==> src/rtl/id_pkg.sv <==
// -----------------------------------------------------------------------------
// id_pkg
// Shared definitions for the instruction-decode slice: datapath width,
// register-file geometry, the 3-bit ALU opcode set and the RISC-V opcode and
// funct constants that the decoder recognises.
// Optional build macro used by this slice: ID_BYPASS_EN (see id_regfile).
// -----------------------------------------------------------------------------
package id_pkg;

    localparam int DATA_W = 32;
    localparam int REG_N  = 32;
    localparam int REG_AW = 5;

    typedef enum logic [2:0] {
        ALU_ADD = 3'd0,
        ALU_SUB = 3'd1,
        ALU_AND = 3'd2,
        ALU_OR  = 3'd3,
        ALU_NOT = 3'd4
    } alu_op_e;

    localparam logic [6:0]  OPC_OP       = 7'b0110011;
    localparam logic [6:0]  OPC_OP_IMM   = 7'b0010011;
    localparam logic [2:0]  F3_ADD_SUB   = 3'b000;
    localparam logic [2:0]  F3_XOR       = 3'b100;
    localparam logic [2:0]  F3_OR        = 3'b110;
    localparam logic [2:0]  F3_AND       = 3'b111;
    localparam logic [6:0]  F7_BASE      = 7'b0000000;
    localparam logic [6:0]  F7_ALT       = 7'b0100000;
    localparam logic [11:0] IMM_ALL_ONES = 12'hFFF;

    // Sign-extend a 12-bit I-type immediate to the datapath width.
    function automatic logic [DATA_W-1:0] sext12(input logic [11:0] imm);
        return {{(DATA_W-12){imm[11]}}, imm};
    endfunction

endpackage

==> src/rtl/id_regfile.sv <==
// -----------------------------------------------------------------------------
// id_regfile
// 32x32 register file plus a pending-write scoreboard for the decode stage.
// x0 always reads zero and ignores writes.
//
// Ports
//   clk_i, rst_i            clock, asynchronous active-high reset
//   rs1_addr_i/rs2_addr_i   source register addresses
//   rd_addr_i               destination address checked for a pending write
//   rs1_data_o/rs2_data_o   source operand values
//   rs1_busy_o/rs2_busy_o   source register has an outstanding write
//   rd_busy_o               destination register has an outstanding write
//   wb_we_i/wb_rd_i/wb_data_i  writeback port (also clears the pending bit)
//   issue_i/issue_rd_i      marks issue_rd_i pending when an instruction issues
//
// Build macro ID_BYPASS_EN: a writeback in the same cycle is forwarded to the
// operand reads and hides the pending bit it is about to clear.
// -----------------------------------------------------------------------------
module id_regfile
    import id_pkg::*;
(
    input  logic              clk_i,
    input  logic              rst_i,
    input  logic [REG_AW-1:0] rs1_addr_i,
    input  logic [REG_AW-1:0] rs2_addr_i,
    input  logic [REG_AW-1:0] rd_addr_i,
    output logic [DATA_W-1:0] rs1_data_o,
    output logic [DATA_W-1:0] rs2_data_o,
    output logic              rs1_busy_o,
    output logic              rs2_busy_o,
    output logic              rd_busy_o,
    input  logic              wb_we_i,
    input  logic [REG_AW-1:0] wb_rd_i,
    input  logic [DATA_W-1:0] wb_data_i,
    input  logic              issue_i,
    input  logic [REG_AW-1:0] issue_rd_i
);

    logic [DATA_W-1:0] regs_q [REG_N];
    logic [REG_N-1:0]  pend_q;
    logic [REG_N-1:0]  pend_d;
    logic [REG_N-1:0]  clr_mask;
    logic [REG_N-1:0]  set_mask;
    logic [REG_N-1:0]  pend_eff;

    // Register storage. Entry 0 is never written so it stays at zero.
    always_ff @(posedge clk_i or posedge rst_i) begin
        if (rst_i) begin
            for (int i = 0; i < REG_N; i++) begin
                regs_q[i] <= '0;
            end
        end else if (wb_we_i && (wb_rd_i != '0)) begin
            regs_q[wb_rd_i] <= wb_data_i;
        end
    end

    // Scoreboard next state: the clear is applied first and the set after it,
    // so an issue and a writeback to the same register leave the bit set.
    always_comb begin
        clr_mask = '0;
        set_mask = '0;
        if (wb_we_i) begin
            clr_mask = REG_N'(1) << wb_rd_i;
        end
        if (issue_i && (issue_rd_i != '0)) begin
            set_mask = REG_N'(1) << issue_rd_i;
        end
        pend_d = (pend_q & ~clr_mask) | set_mask;
    end

    // Scoreboard register.
    always_ff @(posedge clk_i or posedge rst_i) begin
        if (rst_i) begin
            pend_q <= '0;
        end else begin
            pend_q <= pend_d;
        end
    end

    // Operand reads and busy flags. With forwarding enabled the writeback
    // that lands this cycle is visible immediately (write-first).
    always_comb begin
        rs1_data_o = (rs1_addr_i == '0) ? '0 : regs_q[rs1_addr_i];
        rs2_data_o = (rs2_addr_i == '0) ? '0 : regs_q[rs2_addr_i];
        pend_eff   = pend_q;
`ifdef ID_BYPASS_EN
        pend_eff = pend_q & ~clr_mask;
        if (wb_we_i && (wb_rd_i != '0) && (wb_rd_i == rs1_addr_i)) begin
            rs1_data_o = wb_data_i;
        end
        if (wb_we_i && (wb_rd_i != '0) && (wb_rd_i == rs2_addr_i)) begin
            rs2_data_o = wb_data_i;
        end
`endif
        rs1_busy_o = pend_eff[rs1_addr_i];
        rs2_busy_o = pend_eff[rs2_addr_i];
        rd_busy_o  = pend_eff[rd_addr_i];
    end

endmodule

==> src/rtl/id_stage.sv <==
// -----------------------------------------------------------------------------
// id_stage
// Decode stage: accepts RISC-V words from fetch, decodes a small ALU subset,
// reads operands, tracks hazards and presents one registered operation to
// execute.
//
// Ports
//   clk_i, rst_i                 clock, asynchronous active-high reset
//   inst_i/inst_valid_i/inst_ready_o   fetch handshake
//   wb_we_i/wb_rd_i/wb_data_i    register-file writeback
//   num1_o/num2_o/op_o/rd_o      ALU operands, opcode, destination
//   valid_o/ready_i              execute handshake
//   illegal_o                    pulse after an undecodable word is accepted
//
// Build macro ID_BYPASS_EN: forwards same-cycle writebacks (in id_regfile).
// -----------------------------------------------------------------------------
module id_stage
    import id_pkg::*;
(
    input  logic              clk_i,
    input  logic              rst_i,
    input  logic [31:0]       inst_i,
    input  logic              inst_valid_i,
    output logic              inst_ready_o,
    input  logic              wb_we_i,
    input  logic [REG_AW-1:0] wb_rd_i,
    input  logic [DATA_W-1:0] wb_data_i,
    output logic [DATA_W-1:0] num1_o,
    output logic [DATA_W-1:0] num2_o,
    output logic [2:0]        op_o,
    output logic [REG_AW-1:0] rd_o,
    output logic              valid_o,
    input  logic              ready_i,
    output logic              illegal_o
);

    logic [6:0]        f_opcode;
    logic [2:0]        f_funct3;
    logic [6:0]        f_funct7;
    logic [REG_AW-1:0] f_rd;
    logic [REG_AW-1:0] f_rs1;
    logic [REG_AW-1:0] f_rs2;
    logic [11:0]       f_imm;

    logic              dec_legal;
    logic              dec_is_r;
    logic              dec_is_not;
    alu_op_e           dec_op;
    logic [DATA_W-1:0] dec_num2;

    logic [DATA_W-1:0] rs1_data;
    logic [DATA_W-1:0] rs2_data;
    logic              rs1_busy;
    logic              rs2_busy;
    logic              rd_busy;
    logic              hazard;
    logic              accept;

    logic              valid_q,   valid_d;
    logic              illegal_q, illegal_d;
    logic [DATA_W-1:0] num1_q,    num1_d;
    logic [DATA_W-1:0] num2_q,    num2_d;
    alu_op_e           op_q,      op_d;
    logic [REG_AW-1:0] rd_q,      rd_d;

    assign f_opcode = inst_i[6:0];
    assign f_rd     = inst_i[11:7];
    assign f_funct3 = inst_i[14:12];
    assign f_rs1    = inst_i[19:15];
    assign f_rs2    = inst_i[24:20];
    assign f_funct7 = inst_i[31:25];
    assign f_imm    = inst_i[31:20];

    // Decoder. Anything not matched below stays illegal. XORI is only
    // accepted with an all-ones immediate, where it becomes a bitwise NOT.
    always_comb begin
        dec_legal  = 1'b0;
        dec_is_r   = 1'b0;
        dec_is_not = 1'b0;
        dec_op     = ALU_ADD;
        case (f_opcode)
            OPC_OP: begin
                dec_is_r = 1'b1;
                case (f_funct3)
                    F3_ADD_SUB: begin
                        if (f_funct7 == F7_BASE) begin
                            dec_legal = 1'b1;
                            dec_op    = ALU_ADD;
                        end else if (f_funct7 == F7_ALT) begin
                            dec_legal = 1'b1;
                            dec_op    = ALU_SUB;
                        end
                    end
                    F3_AND: begin
                        dec_legal = (f_funct7 == F7_BASE);
                        dec_op    = ALU_AND;
                    end
                    F3_OR: begin
                        dec_legal = (f_funct7 == F7_BASE);
                        dec_op    = ALU_OR;
                    end
                    default: dec_legal = 1'b0;
                endcase
            end
            OPC_OP_IMM: begin
                case (f_funct3)
                    F3_ADD_SUB: begin dec_legal = 1'b1; dec_op = ALU_ADD; end
                    F3_AND:     begin dec_legal = 1'b1; dec_op = ALU_AND; end
                    F3_OR:      begin dec_legal = 1'b1; dec_op = ALU_OR;  end
                    F3_XOR: begin
                        dec_legal  = (f_imm == IMM_ALL_ONES);
                        dec_is_not = 1'b1;
                        dec_op     = ALU_NOT;
                    end
                    default: dec_legal = 1'b0;
                endcase
            end
            default: dec_legal = 1'b0;
        endcase
    end

    // Second operand: register for R-type, zero for NOT, otherwise the
    // sign-extended immediate.
    always_comb begin
        if (dec_is_r) begin
            dec_num2 = rs2_data;
        end else if (dec_is_not) begin
            dec_num2 = '0;
        end else begin
            dec_num2 = sext12(f_imm);
        end
    end

    id_regfile u_regfile (
        .clk_i      (clk_i),
        .rst_i      (rst_i),
        .rs1_addr_i (f_rs1),
        .rs2_addr_i (f_rs2),
        .rd_addr_i  (f_rd),
        .rs1_data_o (rs1_data),
        .rs2_data_o (rs2_data),
        .rs1_busy_o (rs1_busy),
        .rs2_busy_o (rs2_busy),
        .rd_busy_o  (rd_busy),
        .wb_we_i    (wb_we_i),
        .wb_rd_i    (wb_rd_i),
        .wb_data_i  (wb_data_i),
        .issue_i    (accept && dec_legal),
        .issue_rd_i (f_rd)
    );

    // Illegal words touch no registers, so they never wait on the scoreboard.
    assign hazard       = dec_legal && (rs1_busy || (dec_is_r && rs2_busy) || rd_busy);
    assign inst_ready_o = (!valid_q || ready_i) && !hazard;
    assign accept       = inst_valid_i && inst_ready_o;

    // Output-stage next state. A legal accept loads a new operation; an
    // illegal accept empties the stage and raises the one-cycle flag;
    // otherwise the operation leaves once execute takes it.
    always_comb begin
        valid_d   = valid_q;
        illegal_d = 1'b0;
        num1_d    = num1_q;
        num2_d    = num2_q;
        op_d      = op_q;
        rd_d      = rd_q;
        if (accept && dec_legal) begin
            valid_d = 1'b1;
            num1_d  = rs1_data;
            num2_d  = dec_num2;
            op_d    = dec_op;
            rd_d    = f_rd;
        end else if (accept) begin
            valid_d   = 1'b0;
            illegal_d = 1'b1;
        end else if (ready_i) begin
            valid_d = 1'b0;
        end
    end

    // Output-stage registers.
    always_ff @(posedge clk_i or posedge rst_i) begin
        if (rst_i) begin
            valid_q   <= 1'b0;
            illegal_q <= 1'b0;
            num1_q    <= '0;
            num2_q    <= '0;
            op_q      <= ALU_ADD;
            rd_q      <= '0;
        end else begin
            valid_q   <= valid_d;
            illegal_q <= illegal_d;
            num1_q    <= num1_d;
            num2_q    <= num2_d;
            op_q      <= op_d;
            rd_q      <= rd_d;
        end
    end

    assign valid_o   = valid_q;
    assign illegal_o = illegal_q;
    assign num1_o    = num1_q;
    assign num2_o    = num2_q;
    assign op_o      = op_q;
    assign rd_o      = rd_q;

endmodule
==> config.mk <==
export PLATFORM = sky130hd
export DESIGN_NAME = id_stage
export DESIGN_NICKNAME = d
export VERILOG_FILES = /design/src/rtl/id_pkg.sv /design/src/rtl/id_regfile.sv /design/src/rtl/id_stage.sv
export SDC_FILE = /design/constraint.sdc
export NUM_CORES = 2
export LEC_CHECK = 0
export ABC_AREA = 0
export CAP_MARGIN = 20
export CORE_AREA = 2 2 332 334
export CTS_BUF_LIST = sky130_fd_sc_hd__clkbuf_8
export CTS_CLUSTER_SIZE = 30
export DETAILED_ROUTE_END_ITERATION = 8
export DIE_AREA = 0 0 334 336
export PLACE_DENSITY = 0.69
export SETUP_SLACK_MARGIN = 0.3
export SYNTH_ARGS = -nofsm -noshare
export SYNTH_HDL_FRONTEND = slang
export SYNTH_HIERARCHICAL = 1
export SYNTH_SLANG_ARGS = --single-unit
==> constraint.sdc <==
create_clock -name clk_i -period 52.5 [get_ports clk_i]
set_clock_uncertainty 0.05 [all_clocks]
set_input_delay 10.5 -clock clk_i [delete_from_list [all_inputs] [get_ports clk_i]]
set_output_delay 10.5 -clock clk_i [all_outputs]
set_load 0.01 [all_outputs]
**Yosys cells after proc, flatten, opt, wreduce, memory -nomap -nowiden**

Index checks and enable logic that the tools add are counted.
Widths: inputs -> output; s select.

- Bits in registers: 1130
- Input bits: 74
- Word-level logic and storage cells: 122

- Order comparisons: 7
- Equality and inequality tests: 7
- Shift operators: 2
- Muxes and demuxes: 39
- Bitwise logic cells: 6
- Reduce and logical (&&, ||, !) cells: 22

Operators with widths:

| cell | count |
|---|---|
| $bwmux 1024 | 1 |
| $mux 32 | 11 |
| $bmux 32 s5 | 2 |
| $demux 32 s5 | 1 |
| $shl 1x5->32 const A | 2 |
| $and 32x32->32 | 1 |
| $not 32->32 | 1 |
| $or 32x32->32 | 1 |
| $ge 6x6->1 const B | 3 |
| $lt 5x6->1 const B | 3 |
| $not 5->6 | 3 |
| $bmux 1 s5 | 3 |
| $mux 1 | 15 |
| $eq 7x6->1 const B | 2 |
| $eq 12x12->1 const B | 1 |
| $logic_not 5->1 | 2 |
| $reduce_bool 5->1 | 2 |
| $eq 3x3->1 const B | 3 |
| $pmux 3 s3 | 1 |
| $logic_and 1x1->1 | 8 |
| $eq 7x5->1 const B | 1 |
| $logic_not 7->1 | 1 |
| $lt 6x1->1 const B | 1 |
| $pmux 1 s2 | 3 |
| other kinds (8) | 11 |

**Depth between registers and ports, before layout**

- Depth after elaboration: 13
- Gate-level depth with buffers: 14

**By module**

The synthesis kept the hierarchy.

Modules (own cells, without submodules):

| module | times used | cells an instance | area an instance (µm²) | seq. area each (µm²) |
|---|---|---|---|---|
| id_regfile | 1 | 3768 | 56198.9 | 26425.3 |
| id_stage | 1 | 249 | 3240.6 | 1851.8 |

**Worst setup path after synthesis**

Ideal clock, no wire load.

- Path kind: in2out
- Start point: input inst_i[21]
- End point: output inst_ready_o
- Arrival: 12.647 ns
- Data required time: 41.950 ns
- Slack: 29.303 ns
- Cell stages on the path: 8
- Buffers on the path: 3
- Path through: buf_4 > buf_2 > buf_2 > mux4_2 > mux4_2 > mux2_2 > a211o_1 > a21oi_1

- Cells in the longest elaborated chain, start to end: 8
- Elaborated cells between the ends (all ways): 11
- Classes of those cells: eq/ne: 1; mux: 4; reduce/logical: 6

RTL lines:

| item | line | source |
|---|---|---|
| start, declared | id_stage.sv:22 | `input logic [31:0] inst_i,` |
| $bmux 1 s5 | id_regfile.sv:96 | `rs2_busy_o = pend_eff[rs2_addr_i];` |
| $mux 1 (not written as such) | id_regfile.sv:96 |  |
| via rs2_busy | id_stage.sv:54 | `logic rs2_busy;` |
| $logic_and 1x1->1 | id_stage.sv:153 | `assign hazard = dec_legal && (rs1_busy \|\| (dec_is_r && rs2_busy) \|\| rd_busy);` |
| $logic_or 1x1->1 (2 in series) | id_stage.sv:153 |  |
| $logic_and 1x1->1 | id_stage.sv:153 |  |
| $logic_not 1->1 | id_stage.sv:154 | `assign inst_ready_o = (!valid_q \|\| ready_i) && !hazard;` |
| $logic_and 1x1->1 | id_stage.sv:154 |  |
| end, declared | id_stage.sv:24 | `output logic inst_ready_o,` |

The timed path passes the listed nets, and every way through them passes these cells. The select of a mux whose other input is x is not followed.

**Final worst setup path**

- Start point: input inst_i[7]
- End point: output inst_ready_o

- Cells in the longest elaborated chain, start to end: 6

RTL lines:

| item | line | source |
|---|---|---|
| $bmux 1 s5 | id_regfile.sv:97 | `rd_busy_o = pend_eff[rd_addr_i];` |
| $mux 1 (not written as such) | id_regfile.sv:97 |  |
| via rd_busy | id_stage.sv:55 | `logic rd_busy;` |
| $logic_or 1x1->1 | id_stage.sv:153 |  |
| $logic_and 1x1->1 | id_stage.sv:153 |  |
| $logic_not 1->1 | id_stage.sv:154 |  |
| $logic_and 1x1->1 | id_stage.sv:154 |  |

The timed path passes the listed nets, and every way through them passes these cells. The select of a mux whose other input is x is not followed.

==> flow_summary.json <==
{
  "finalSetupViolations": 0,
  "wl_met1_um": 76000,
  "synth_edf_count": 0,
  "drt_iter0_markers": 4135,
  "dp_hpwl_um": 99200,
  "synth_cells": 4017,
  "overflow": 0,
  "clk_pin_slew_ns": 0.06,
  "clock-root-buffer": "clkbuf_8",
  "final_common_cell": "dfrtp_1",
  "hold_ws_ns": 0.347,
  "ir_drop_v": 0.0000215,
  "drive_gt1_share_pct": 47.7,
  "htree_levels": 4,
  "cts_tree": "done",
  "powerDensity_nw_per_um2": 36.0,
  "slew_headroom_pct": 17.0,
  "final_hold_viol_count": 0,
  "first_global_vias": 39391,
  "min_path_type": "flop to flop",
  "grt_max_degree": 147,
  "synth_flop_cell": "dfrtp_1",
  "top_layer": "met5",
  "synth.ff_latch_count": 1130,
  "path_class": "input port to output pin",
  "die_h_um": 336,
  "cts_setup_buffers": 0,
  "yosys_warnings": 6,
  "synth_area_um2": 59400,
  "outcome": "completed",
  "regArea_um2": 28300,
  "ys_seq_area_share_pct": 47.6,
  "wl_met3_um": 15100,
  "report.final.slew_viol_count": 0,
  "wl_per_cell_um": 32.6,
  "clk_path_buf_depth": 3,
  "cts_made_buffers": 191,
  "die_w_um": 334,
  "final.period_utilization_pct": 46.6,
  "syn_nets": 4091,
  "viasPerCell": 6.97,
  "fin_crit_ns": 24.47,
  "layout_common_cells": "dfrtp_1 (1130), mux2_2 (1073), mux4_2 (478), clkbuf_8 (241), mux2i_1 (150)",
  "yosysUniqueCellTypes": 45,
  "syn_avg_cell_area_um2": 14.8,
  "drt-pass1-iter-count": 5,
  "routabilityCongestion": 0.842,
  "nNetsFinal": 4084,
  "drv_cap": 0,
  "finalSetupTns_ns": 0,
  "port_buffers": 148,
  "floorplan.initialDensity_pct": 54.8,
  "cp_data_arrival_time_ns": 13.92,
  "multi_input_area_um2": 29300,
  "num_vias": 38828,
  "wirelength_um": 181000,
  "cts_resized": 0,
  "crit_path_start_kind": "input port",
  "worst_pin_slew_ns": 1.24,
  "drc": 0,
  "p_leak_nw": 28.4,
  "crit_required_ns": 41.95,
  "rsz0062_at_grt": "no",
  "n_fill_cell": 8339,
  "grt_use_total_pct": 32.7,
  "clock_latency_ns": 0.90,
  "dr_wl_met2_um": 84200,
  "antenna_found_initial": 8,
  "die_area_um2": 112000,
  "clock.fmax_mhz": 40.9,
  "worst_setup_path_end_kind": "output pin",
  "critPathMaxFanout": 19,
  "cts.sinks": 1130,
  "synthArstFlopShare_pct": 100,
  "hold_buffers": 0,
  "area_growth_pct": 10.4,
  "ant_nets": 0,
  "ios": 149,
  "core_um2": 108000,
  "rows": 121,
  "grt_pass1_wl_um": 268000
}
-- registers in the layout, summed over array words and instances (netlist names) --
register and cells:
u_regfile/regs_q 1024, op_o 3, rd_o 5, illegal_o 1, num2_o 32, valid_o 1, num1_o 32, u_regfile/pend_eff 32
-- cell families (layout without fill, tap and decap cells) --
logic type / Yosys count / after routing / share of synthesized area (%)
multiplexers: 1737 / 1737 / 41.6
AND/OR/NAND/NOR: 225 / 225 / 2.00
flip-flops: 1130 / 1130 / 47.6
buffers and inverters: 476 / 611 / 3.49
other: 0 / 4 / 0
AO/OA/AOI/OAI: 449 / 449 / 5.28
-- worst max-delay path, stage by stage --
cell             delay [ns]
clkdlybuf4s50_1        0.99
mux4_2                 0.59
mux4_2                 0.47
mux2_2                 0.28
a211o_1                0.33
a21oi_1                0.19
clkdlybuf4s50_1        0.56
-- per-layer routing --
layer	up-vias	global-route usage, %
li1	15541	-
met1	20997	46.6
met2	1907	50.8
met3	379	6.21
met4	4	11.1
met5	-	0
-- per-stage QoR --
step | area, µm² | utilization, % | instances | worst slack (ns) | power, mW
after global placement | 61700 | 56.9 | 5225 | 28.07 | 1.58
after detailed placement | 61700 | 56.9 | 5225 | 28.03 | 1.60
after CTS | 65400 | 60.4 | 5560 | 28.01 | 2.37
final | 65600 | 60.5 | 5570 | 28.03 | 2.36
after floorplan | 59400 | - | 4017 | 12.23 | 1.47
after global routing | 65600 | 60.5 | 5568 | 27.89 | 2.47
-- worst paths after layout --
path                                        startpoint                    end  slack [ns]  cells past startpoint
min in group asynchronous                        rst_i             num2_o[26]       10.16                      2
worst min-delay path             u_regfile/regs_q[996]  u_regfile/regs_q[996]        0.35                      0
max in group asynchronous                        rst_i  u_regfile/regs_q[753]       39.09                      5
worst max register to register  u_regfile/pend_eff[23]             num1_o[17]       48.35                      8
worst min register to register   u_regfile/regs_q[996]  u_regfile/regs_q[996]        0.35                      0
worst max-delay path                         inst_i[7]           inst_ready_o       28.03                      7
-- where the power goes --
part	leakage, nW	internal, mW	switching (mW)	total, mW
Sequential	14.5	1.02	0.109	1.13
Clock	2.19	0.413	0.360	0.774
Combinational	11.8	0.276	0.180	0.456
-- layout make-up --
| class | count | share of cell area (%) |
|---|---|---|
| Clock inverter | 94 | 0.645 |
| Clock buffer | 241 | 5.06 |
| Tap cell | 1414 | 2.70 |
| Sequential cell | 1130 | 43.1 |
| Multi-Input combinational cell | 2411 | 44.7 |
| Antenna cell | 4 | 0.0153 |
| Timing Repair Buffer | 250 | 3.63 |
| Inverter | 26 | 0.172 |
-- cell usage after synthesis, types with 3 or more instances --
library cell	instances	area (µm²)
buf_1	40	150
a211oi_1	65	488
a311oi_1	64	561
a22o_1	18	158
or2_2	5	31.3
nand2b_1	5	31.3
nand3b_1	4	30.0
and3_1	3	18.8
a21oi_1	22	110
buf_6	9	101
or4_1	3	22.5
mux2_1	36	405
nor2_1	28	105
o2111ai_1	18	158
mux2_2	1073	12100
clkbuf_1	257	965
a22oi_1	64	480
nand2_1	71	267
mux2i_1	150	1500
nand3_1	8	40.0
a221oi_1	46	403
nor2b_1	73	457
nand4_1	5	31.3
and3b_1	4	35.0
and2_1	3	18.8
inv_1	26	97.6
o21ai_0	146	731
buf_2	127	636
dfrtp_1	1130	28300
nor3b_1	5	37.5
mux4_2	478	10800
buf_4	17	128
Power figures use the tool's default switching activity.
